--- src/rtl/pbus_tmr_pkg.sv ---
// Shared constants and lane helpers for the peripheral-bus timer.
package pbus_tmr_pkg;

  localparam int XLEN        = 32;
  localparam int BUS_WIDTH   = 32;
  localparam int BUS_ACC_CNT = 3;
  localparam int ACC_W       = $clog2(BUS_ACC_CNT);

  // Access sizes carried on acc.
  localparam logic [ACC_W-1:0] BUS_ACC_BYTE = ACC_W'(0);
  localparam logic [ACC_W-1:0] BUS_ACC_HALF = ACC_W'(1);
  localparam logic [ACC_W-1:0] BUS_ACC_WORD = ACC_W'(2);

  // Register word indices (byte offset >> 2).
  localparam logic [2:0] TMR_CTRL = 3'd0;
  localparam logic [2:0] TMR_STAT = 3'd1;
  localparam logic [2:0] TMR_CNT  = 3'd2;
  localparam logic [2:0] TMR_CMP  = 3'd3;
  localparam logic [2:0] TMR_PRE  = 3'd4;

  // CTRL bit positions.
  localparam int CTRL_EN = 0;
  localparam int CTRL_AR = 1;
  localparam int CTRL_IE = 2;

  // Half on an odd byte or word off a word boundary; unknown sizes are treated as bad.
  function automatic logic misaligned(input logic [1:0] lane, input logic [ACC_W-1:0] acc);
    case (acc)
      BUS_ACC_BYTE: misaligned = 1'b0;
      BUS_ACC_HALF: misaligned = lane[0];
      BUS_ACC_WORD: misaligned = |lane;
      default:      misaligned = 1'b1;
    endcase
  endfunction

  // Replace the addressed lane of old_val with the low-aligned write data.
  function automatic logic [BUS_WIDTH-1:0] lane_merge(input logic [BUS_WIDTH-1:0] old_val,
                                                      input logic [BUS_WIDTH-1:0] wdata,
                                                      input logic [1:0]           lane,
                                                      input logic [ACC_W-1:0]     acc);
    logic [BUS_WIDTH-1:0] res;
    res = old_val;
    case (acc)
      BUS_ACC_BYTE: res[{lane, 3'b000} +: 8]     = wdata[7:0];
      BUS_ACC_HALF: res[{lane[1], 4'b0000} +: 16] = wdata[15:0];
      BUS_ACC_WORD: res = wdata;
      default:      res = old_val;
    endcase
    return res;
  endfunction

  // Pull the addressed lane down to bit 0, zero-extended.
  function automatic logic [BUS_WIDTH-1:0] lane_extract(input logic [BUS_WIDTH-1:0] val,
                                                        input logic [1:0]           lane,
                                                        input logic [ACC_W-1:0]     acc);
    logic [BUS_WIDTH-1:0] res;
    res = '0;
    case (acc)
      BUS_ACC_BYTE: res[7:0]  = val[{lane, 3'b000} +: 8];
      BUS_ACC_HALF: res[15:0] = val[{lane[1], 4'b0000} +: 16];
      BUS_ACC_WORD: res       = val;
      default:      res       = '0;
    endcase
    return res;
  endfunction

endpackage

--- src/rtl/pbus_tmr_prescaler.sv ---
// Prescaler: emits a one-cycle tick every PRE+1 enabled cycles.
module pbus_tmr_prescaler #(
  parameter int PRE_W = 16
) (
  input  logic             clk,
  input  logic             rstn,
  input  logic             en_i,
  input  logic [PRE_W-1:0] pre_i,
  input  logic             pre_wr_i,
  output logic             tick_o
);

  logic [PRE_W-1:0] pcnt_q, pcnt_d;

  assign tick_o = en_i && (pcnt_q == pre_i);

  // Next prescaler count: wrap on tick, restart when disabled or PRE is rewritten.
  always_comb begin
    // NOTE: default first so every path assigns pcnt_d and no latch is inferred.
    pcnt_d = pcnt_q + 1'b1;
    if (!en_i || pre_wr_i || tick_o) pcnt_d = '0;
  end

  // Prescaler count register.
  always_ff @(posedge clk or negedge rstn) begin
    // NOTE: non-blocking assignments keep every flop sampling pre-edge values.
    if (!rstn) pcnt_q <= '0;
    else       pcnt_q <= pcnt_d;
  end

endmodule

--- src/rtl/pbus_tmr.sv ---
// Peripheral-bus timer: register file, lane merge, counter with compare/auto-reload.
module pbus_tmr
  import pbus_tmr_pkg::*;
#(
  parameter int CNT_W = 32,
  parameter int PRE_W = 16
) (
  input  logic                 clk,
  input  logic                 rstn,
  input  logic                 req,
  input  logic [XLEN-1:0]      addr,
  input  logic                 w_rb,
  input  logic [ACC_W-1:0]     acc,
  input  logic [BUS_WIDTH-1:0] wdata,
  output logic                 resp,
  output logic [BUS_WIDTH-1:0] rdata,
  output logic                 irq
);

  logic [2:0]           ctrl_q, ctrl_d;
  logic                 match_q, match_d;
  logic [CNT_W-1:0]     cnt_q, cnt_d;
  logic [CNT_W-1:0]     cmp_q, cmp_d;
  logic [PRE_W-1:0]     pre_q, pre_d;
  logic                 resp_q;
  logic [BUS_WIDTH-1:0] rdata_q, rdata_d;

  logic [1:0]           lane;
  logic [2:0]           idx;
  logic                 bad, wr;
  logic [BUS_WIDTH-1:0] reg_view, merged, rd_val;
  logic                 tick, wr_cnt, wr_pre;
  logic                 unused_addr;

  assign lane        = addr[1:0];
  assign idx         = addr[4:2];
  assign unused_addr = ^addr[XLEN-1:5];
  assign bad         = misaligned(lane, acc);
  assign wr          = req && w_rb && !bad;
  assign wr_cnt      = wr && (idx == TMR_CNT);
  assign wr_pre      = wr && (idx == TMR_PRE);

  pbus_tmr_prescaler #(.PRE_W(PRE_W)) u_pre (
    .clk      (clk),
    .rstn     (rstn),
    .en_i     (ctrl_q[CTRL_EN]),
    .pre_i    (pre_q),
    .pre_wr_i (wr_pre),
    .tick_o   (tick)
  );

  // Full-word view of the addressed register; reserved offsets read as zero.
  always_comb begin
    reg_view = '0;
    case (idx)
      TMR_CTRL: reg_view = BUS_WIDTH'(ctrl_q);
      TMR_STAT: reg_view = BUS_WIDTH'(match_q);
      TMR_CNT:  reg_view = BUS_WIDTH'(cnt_q);
      TMR_CMP:  reg_view = BUS_WIDTH'(cmp_q);
      TMR_PRE:  reg_view = BUS_WIDTH'(pre_q);
      default:  reg_view = '0;
    endcase
  end

  assign merged = lane_merge(reg_view, wdata, lane, acc);
  assign rd_val = bad ? '0 : lane_extract(reg_view, lane, acc);

  // Register-file next state: bus writes, counter advance and MATCH set/clear.
  always_comb begin
    ctrl_d  = ctrl_q;
    match_d = match_q;
    cnt_d   = cnt_q;
    cmp_d   = cmp_q;
    pre_d   = pre_q;
    rdata_d = rdata_q;

    if (wr && idx == TMR_CTRL) ctrl_d = merged[2:0];
    if (wr && idx == TMR_CMP)  cmp_d  = merged[CNT_W-1:0];
    if (wr_pre)                pre_d  = merged[PRE_W-1:0];
    // Only lane 0 carries the MATCH bit; clear is write-one.
    if (wr && idx == TMR_STAT && lane == 2'd0 && wdata[0]) match_d = 1'b0;

    // A CNT write owns the counter for this cycle; a coinciding tick is lost.
    if (wr_cnt) begin
      cnt_d = merged[CNT_W-1:0];
    end else if (tick) begin
      if (cnt_q == cmp_q) begin
        match_d = 1'b1;
        cnt_d   = ctrl_q[CTRL_AR] ? '0 : cnt_q + 1'b1;
      end else begin
        cnt_d   = cnt_q + 1'b1;
      end
    end

    if (req && !w_rb) rdata_d = rd_val;
  end

  // Register file and bus response flops.
  always_ff @(posedge clk or negedge rstn) begin
    if (!rstn) begin
      ctrl_q  <= '0;
      match_q <= 1'b0;
      cnt_q   <= '0;
      cmp_q   <= '0;
      pre_q   <= '0;
      resp_q  <= 1'b0;
      rdata_q <= '0;
    end else begin
      ctrl_q  <= ctrl_d;
      match_q <= match_d;
      cnt_q   <= cnt_d;
      cmp_q   <= cmp_d;
      pre_q   <= pre_d;
      resp_q  <= req;
      rdata_q <= rdata_d;
    end
  end

  assign resp  = resp_q;
  assign rdata = rdata_q;
  assign irq   = match_q && ctrl_q[CTRL_IE];

endmodule
--- config.mk ---
export PLATFORM = sky130hd
export DESIGN_NAME = pbus_tmr
export DESIGN_NICKNAME = d
export VERILOG_FILES = /design/src/rtl/pbus_tmr_pkg.sv /design/src/rtl/pbus_tmr_prescaler.sv /design/src/rtl/pbus_tmr.sv
export SDC_FILE = /design/constraint.sdc
export NUM_CORES = 1
export LEC_CHECK = 0
export ABC_AREA = 0
export CAP_MARGIN = 20
export CORE_UTILIZATION = 30
export CTS_CLUSTER_DIAMETER = 50
export DETAILED_ROUTE_END_ITERATION = 12
export PLACE_DENSITY = 0.55
export SYNTH_ARGS = -nofsm -noshare
export SYNTH_HDL_FRONTEND = slang
export SYNTH_SLANG_ARGS = --single-unit
--- constraint.sdc ---
create_clock -name clk -period 3.02 [get_ports clk]
set_clock_uncertainty 0.05 [all_clocks]
set_input_delay 0.453 -clock clk [delete_from_list [all_inputs] [get_ports clk]]
set_output_delay 0.453 -clock clk [all_outputs]
set_load 0.05 [all_outputs]
# Yosys cells after proc, flatten, opt, wreduce, memory -nomap -nowiden
# Cells that the tools add are included.
[totals]
regBits = 133
elab_cells = 66
[op_classes]
reduce_logical = 22
n_addsub = 4
eq_ne = 8
mux = 18
n_shift = 6
[ops]
columns = ["op", "n"]
rows = [
  ["32-bit 2-to-1 mux", 5],
  ["32-bit case mux with 5 select lines", 1],
  ["32-bit case mux with 3 select lines", 1],
  ["32-bit bitwise mux", 2],
  ["32-bit by 1-bit adder with 32-bit output (second input constant)", 1],
  ["32-bit == test", 1],
  ["16-bit 2-to-1 mux", 2],
  ["16-bit by 7-bit variable shift with 32-bit output (first input constant)", 1],
  ["8-bit by 7-bit variable shift with 32-bit output (first input constant)", 1],
  ["16-bit by 7-bit variable part select with 32-bit output", 1],
  ["32-bit by 6-bit variable part select with 16-bit output", 1],
  ["32-bit by 6-bit variable part select with 8-bit output", 1],
  ["8-bit by 7-bit variable part select with 32-bit output", 1],
  ["8-bit case mux with 3 select lines", 1],
  ["16-bit by 1-bit adder with 16-bit output (second input constant)", 1],
  ["16-bit == test", 1],
  ["8-bit case mux with 2 select lines", 1],
  ["5-bit negation with 7-bit output", 2],
  ["1-bit logical AND", 12],
  ["3-bit by 2-bit == test with 1-bit output (second input constant)", 2],
  ["2-bit logical NOT", 2],
  ["1-bit 2-to-1 mux", 4],
  ["3-bit by 1-bit == test with 1-bit output (second input constant)", 1],
  ["3-bit == test (second input constant)", 1],
  ["other kinds (8)", 11],
]

# Longest topological paths before layout
[depth]
word_depth = 11
mapped_depth = 10
ltp_nobuf = 8

# Cells and area by module
# Synthesis repeated with hierarchy kept, for this count alone.
[hier_totals]
cells_unflattened = 928
area_unflattened_um2 = 8251.7
[modules_own_cells]
columns = ["mod", "cells_each", "area_each_um2", "n_inst", "seq_area_each_um2"]
rows = [
  ["pbus_tmr", 829, 7310.8, 1, 2927.8],
  ["pbus_tmr_prescaler", 99, 940.9, 1, 400.4],
]

# Least setup slack after synthesis
# No wires, ideal clock.
[synth_timing]
path_type = "input -> register"
start = "in addr[1]"
end = "reg cnt_q[22]"
setup_time_ns = 0.087
path_buffers = 2
t_arrival_ns = 2.526
slack_ns = 0.357
path_stages = 9
required_ns = 2.883
path_cell_list = "clkbuf_1 > inv_1 > ha_1 > inv_1 > a221o_1 > nor4_1 > clkbuf_1 > a41oi_1 > a22oi_1"
[synth_via]
elab_chain_cells = 6
word_cells_on_any_way = 16
cone_classes = "add/sub (2); shift (4); mux (5); reduce/logical (5)"
[synth_rtl]
columns = ["item", "line_no", "text"]
rows = [
  ["start, declared", "pbus_tmr.sv:11", "input logic [XLEN-1:0] addr,"],
  ["branches (longest 6 deep; another with 5-bit negation with 7-bit output)", "-", ""],
  ["end signal, assigned", "pbus_tmr.sv:111", "cnt_q <= cnt_d;"],
  ["end, declared", "pbus_tmr.sv:22", "logic [CNT_W-1:0] cnt_q, cnt_d;"],
]
# Several ways; the timed one is not identified.
# A chain may end at the register's enable or synchronous reset.

# Worst setup path in the final report
[layout_timing]
start = "reg cnt_q[6]"
end = "reg cnt_q[27]"
[layout_via]
elab_chain_cells = 5
word_cells_on_any_way = 6
cone_classes = "add/sub (1); eq/ne (1); mux (4)"
[layout_rtl]
columns = ["item", "line_no", "text"]
rows = [
  ["32-bit by 1-bit adder with 32-bit output", "pbus_tmr.sv:89, pbus_tmr.sv:91", ""],
  ["32-bit 2-to-1 mux", "pbus_tmr.sv:89", "cnt_d = ctrl_q[CTRL_AR] ? '0 : cnt_q + 1'b1;"],
  ["32-bit 2-to-1 mux *", "pbus_tmr.sv:87", "if (cnt_q == cmp_q) begin"],
  ["32-bit 2-to-1 mux *", "pbus_tmr.sv:86", "end else if (tick) begin"],
  ["32-bit 2-to-1 mux *", "pbus_tmr.sv:84", "if (wr_cnt) begin"],
]
# Every way passes the cells marked *; elsewhere a longest branch is shown, timed or not. The select of a mux whose other input is x is not followed.

==> metrics <==
worst slew margin relative to its limit 0.529; WL per Instance 22.2 um; EDFF count, synth 0; Post-Synth Simple-Gate Area 0.187; largest net degree at the start of global routing 60; met3 Use GR 0.0567; Hold Slack 0.433 ns; area grow syn2layout 26.2%; post-CTS setup buffer count 0; initial antenna violation count 0; final slew viol count 0; core footprint 0.0279 mm2; CTS sink count 133; aggregate global-route resource usage 0.230; die height 170 um; M2 GR Usage 0.354; post-DP HPWL 24300 um; async set or reset register ratio after synthesis 1.00; die area 0.0290 mm2; Hold Crit Class reg2reg; CTS tree built; CP Capture Type flip-flop; Total Wirelength 32400 um; Peak VDD IR 0.381 mV; Num CTS Buffers 17; sequential share of power 0.369; # IOs 104; met1 usage 0.310; DRC 0; Clock Latency Late Sink 0.44 ns; post-synthesis sequential area ratio 0.391; cts hold-fix bufs 1; total leakage power 4.41 nW; Clock power frac 0.356; setup TNS 0 ns; startpoint types flip-flop; CTS H-tree depth 4; Initial DRC Count 864; mux contribution to synthesized area 0.0580; initial core utilization 0.305; Design Area, Final 0.0107 mm2; fin crit share 0.857; top cells by area, synth dfrtp_1 39%, a22oi_1 5.1%, o21ai_0 4.5%; xor/xnor share of the synthesized area 0.0648; Clock Path Buffers 2; Max-cap violations 0; Die Span X 170 um; post-synth top area cell dfrtp_1; Post-DP Area 0.0101 mm2; complex-gate fraction of the synthesized area 0.240; # diodes 0; Worst-Margin Slew 0.707 ns; count of input and output buffers 76; Tmin final 2.59 ns; net switching fraction of the power 0.357; top-area cell type share of the netlist area 0.391; Setup CP Type reg2reg; Worst Path Max Fanout 22; Post-Synthesis Cells 964; first-pass GRT wire length 49500 um; Filler Cell Count 2839; Syn Nets 1045; setup violators final 0; Root Driver clkbuf_16; count of different cell masters after synthesis 60; largest family of logic cells by synthesized area compound AO/OA/AOI/OAI gates; Clock Pin Slew Worst Setup and Hold Paths 0.07 ns; Post-Synth Adder-Cell Area 0.0162; Synth Flop Type dfrtp_1; drt via density 5.66; drt first pass iters 6; Top Usage Layer GRT met2; GRT overflow 0; total net switching power 2.24 mW; FMAX 386 MHz; CP Data Arrival Time 2.86 ns; Final GP Congestion 0.959; vias in the first global route 8172; combinational power share 0.275; CTS resizes 0; RSZ-0062 raised after global routing false; Final ANT Viol Nets 0; CP Data Required Time 3.29 ns; DR vias 8255; Hold Vio Cnt, Final 0; P_int 4.03 mW; outcome finished, final reports clean; Final nets 1149; Syn Area/Cell 8.82 um2; Syn Std Cell Area 0.00850 mm2; total power divided by cell area 585 mW/mm2; fraction of final layout cells sized beyond drive strength 1 0.139; Ys Warns 0; row count 61; Yosys reg bits 133
[worst max-delay path, stage by stage (launching register included)]
cell and delay, ns:
dfrtp_1 0.47, xnor2_1 0.50, nand4_1 0.29, nor4_2 0.37
nand3_1 0.15, buf_4 0.27, a221oi_1 0.27, a21oi_1 0.10
[layout by cell type, fill, tap and decap left out, types with 13 or more instances in the layout]
cell type / count
nand3_1: 30
mux2_2: 32
nand4_1: 18
and3_1: 15
a2bb2oi_1: 19
nor4_1: 19
a21oi_1: 37
a31oi_1: 25
buf_4: 74
and2_1: 17
a22o_1: 17
xor2_1: 19
inv_1: 24
a22oi_1: 58
nor2_1: 88
clkbuf_16: 17
o2bb2ai_1: 13
xnor2_1: 42
dfrtp_1: 133
clkdlybuf4s50_1: 74
nand2_1: 84
o21ai_0: 76
[kinds of logic after synthesis]
| group | after synthesis |
|---|---|
| AOI/OAI and AO/OA | 299 |
| xor gates and xnor gates | 62 |
| adders and majority gates | 11 |
| buffers and inverters | 94 |
| DFF | 133 |
| muxes | 44 |
| and+or+nand+nor | 321 |
[state kept, by name (all words and copies together), names as in the netlist]
name	count
match_q	1
rdata	32
u_pre.pcnt_q	16
ctrl_q	3
cmp_q	32
pre_q	16
cnt_q	32
resp	1
[per-stage QoR]
stage	worst slack [ns]	power, mW	std cells	util
finish	0.433	6.27	1459	0.385
global route	0.292	6.57	1459	0.385
CTS	0.487	6.27	1459	0.385
detailed placement	0.139	4.03	1426	0.363
global placement	0.140	4.01	1426	0.363
floorplan	0.357	3.30	964	-
[routing by layer]
metal	share of wire	wire length, um
met2	0.45	14700
met5	0	0
met3	0.075	2420
met4	0.029	945
met1	0.44	14400
[power groups by stage]
stage	Combinational (mW)	Clock (mW)	Sequential, mW
final	1.72	2.24	2.31
after global routing	1.88	2.35	2.34
after CTS	1.71	2.27	2.30
after detailed placement	1.70	0	2.34
after global placement	1.68	0	2.33
after floorplan	1.04	0	2.26
[cell usage after synthesis, drive strengths merged, types with 8 or more instances]
cell type    n
a221o        8
a21oi       37
and3        15
nand3       31
o21ai       78
xor2        19
ha          11
dfrtp      133
and2        17
nand2       84
nor4        22
mux2        32
xnor2       43
o2bb2ai     13
nor2b        9
o221ai       8
buf         11
nand4       18
a31oi       25
inv         24
clkbuf      58
a2bb2oi     19
a22o        17
nor2        88
a22oi       58
mux2i       11
[area by class of cell]
cell class / instances / area (um2) / area share
clock buffers: 19 / 443 / 0.0413
clock inverters: 13 / 173 / 0.0161
inverters: 25 / 93.8 / 0.00875
multi-input cells: 737 / 4840 / 0.451
flip-flops and latches: 133 / 3330 / 0.310
well taps: 378 / 473 / 0.0441
repair buffers: 154 / 1380 / 0.129
[final timing paths]
| kind | cells after the start | to | start | slack [ns] |
|---|---|---|---|---|
| setup reg to reg | 7 | cnt_q[27] | cnt_q[6] | 0.43 |
| hold / removal | 2 | rdata[24] | rdata[24] | 0.43 |
| hold reg to reg | 2 | rdata[24] | rdata[24] | 0.43 |
| setup / recovery | 7 | cnt_q[27] | cnt_q[6] | 0.43 |
| min in group asynchronous | 2 | rdata[24] | rstn | 0.53 |
| max in group asynchronous | 3 | cnt_q[20] | rstn | 1.68 |
Note: power is estimated with default switching activity, not from simulation.
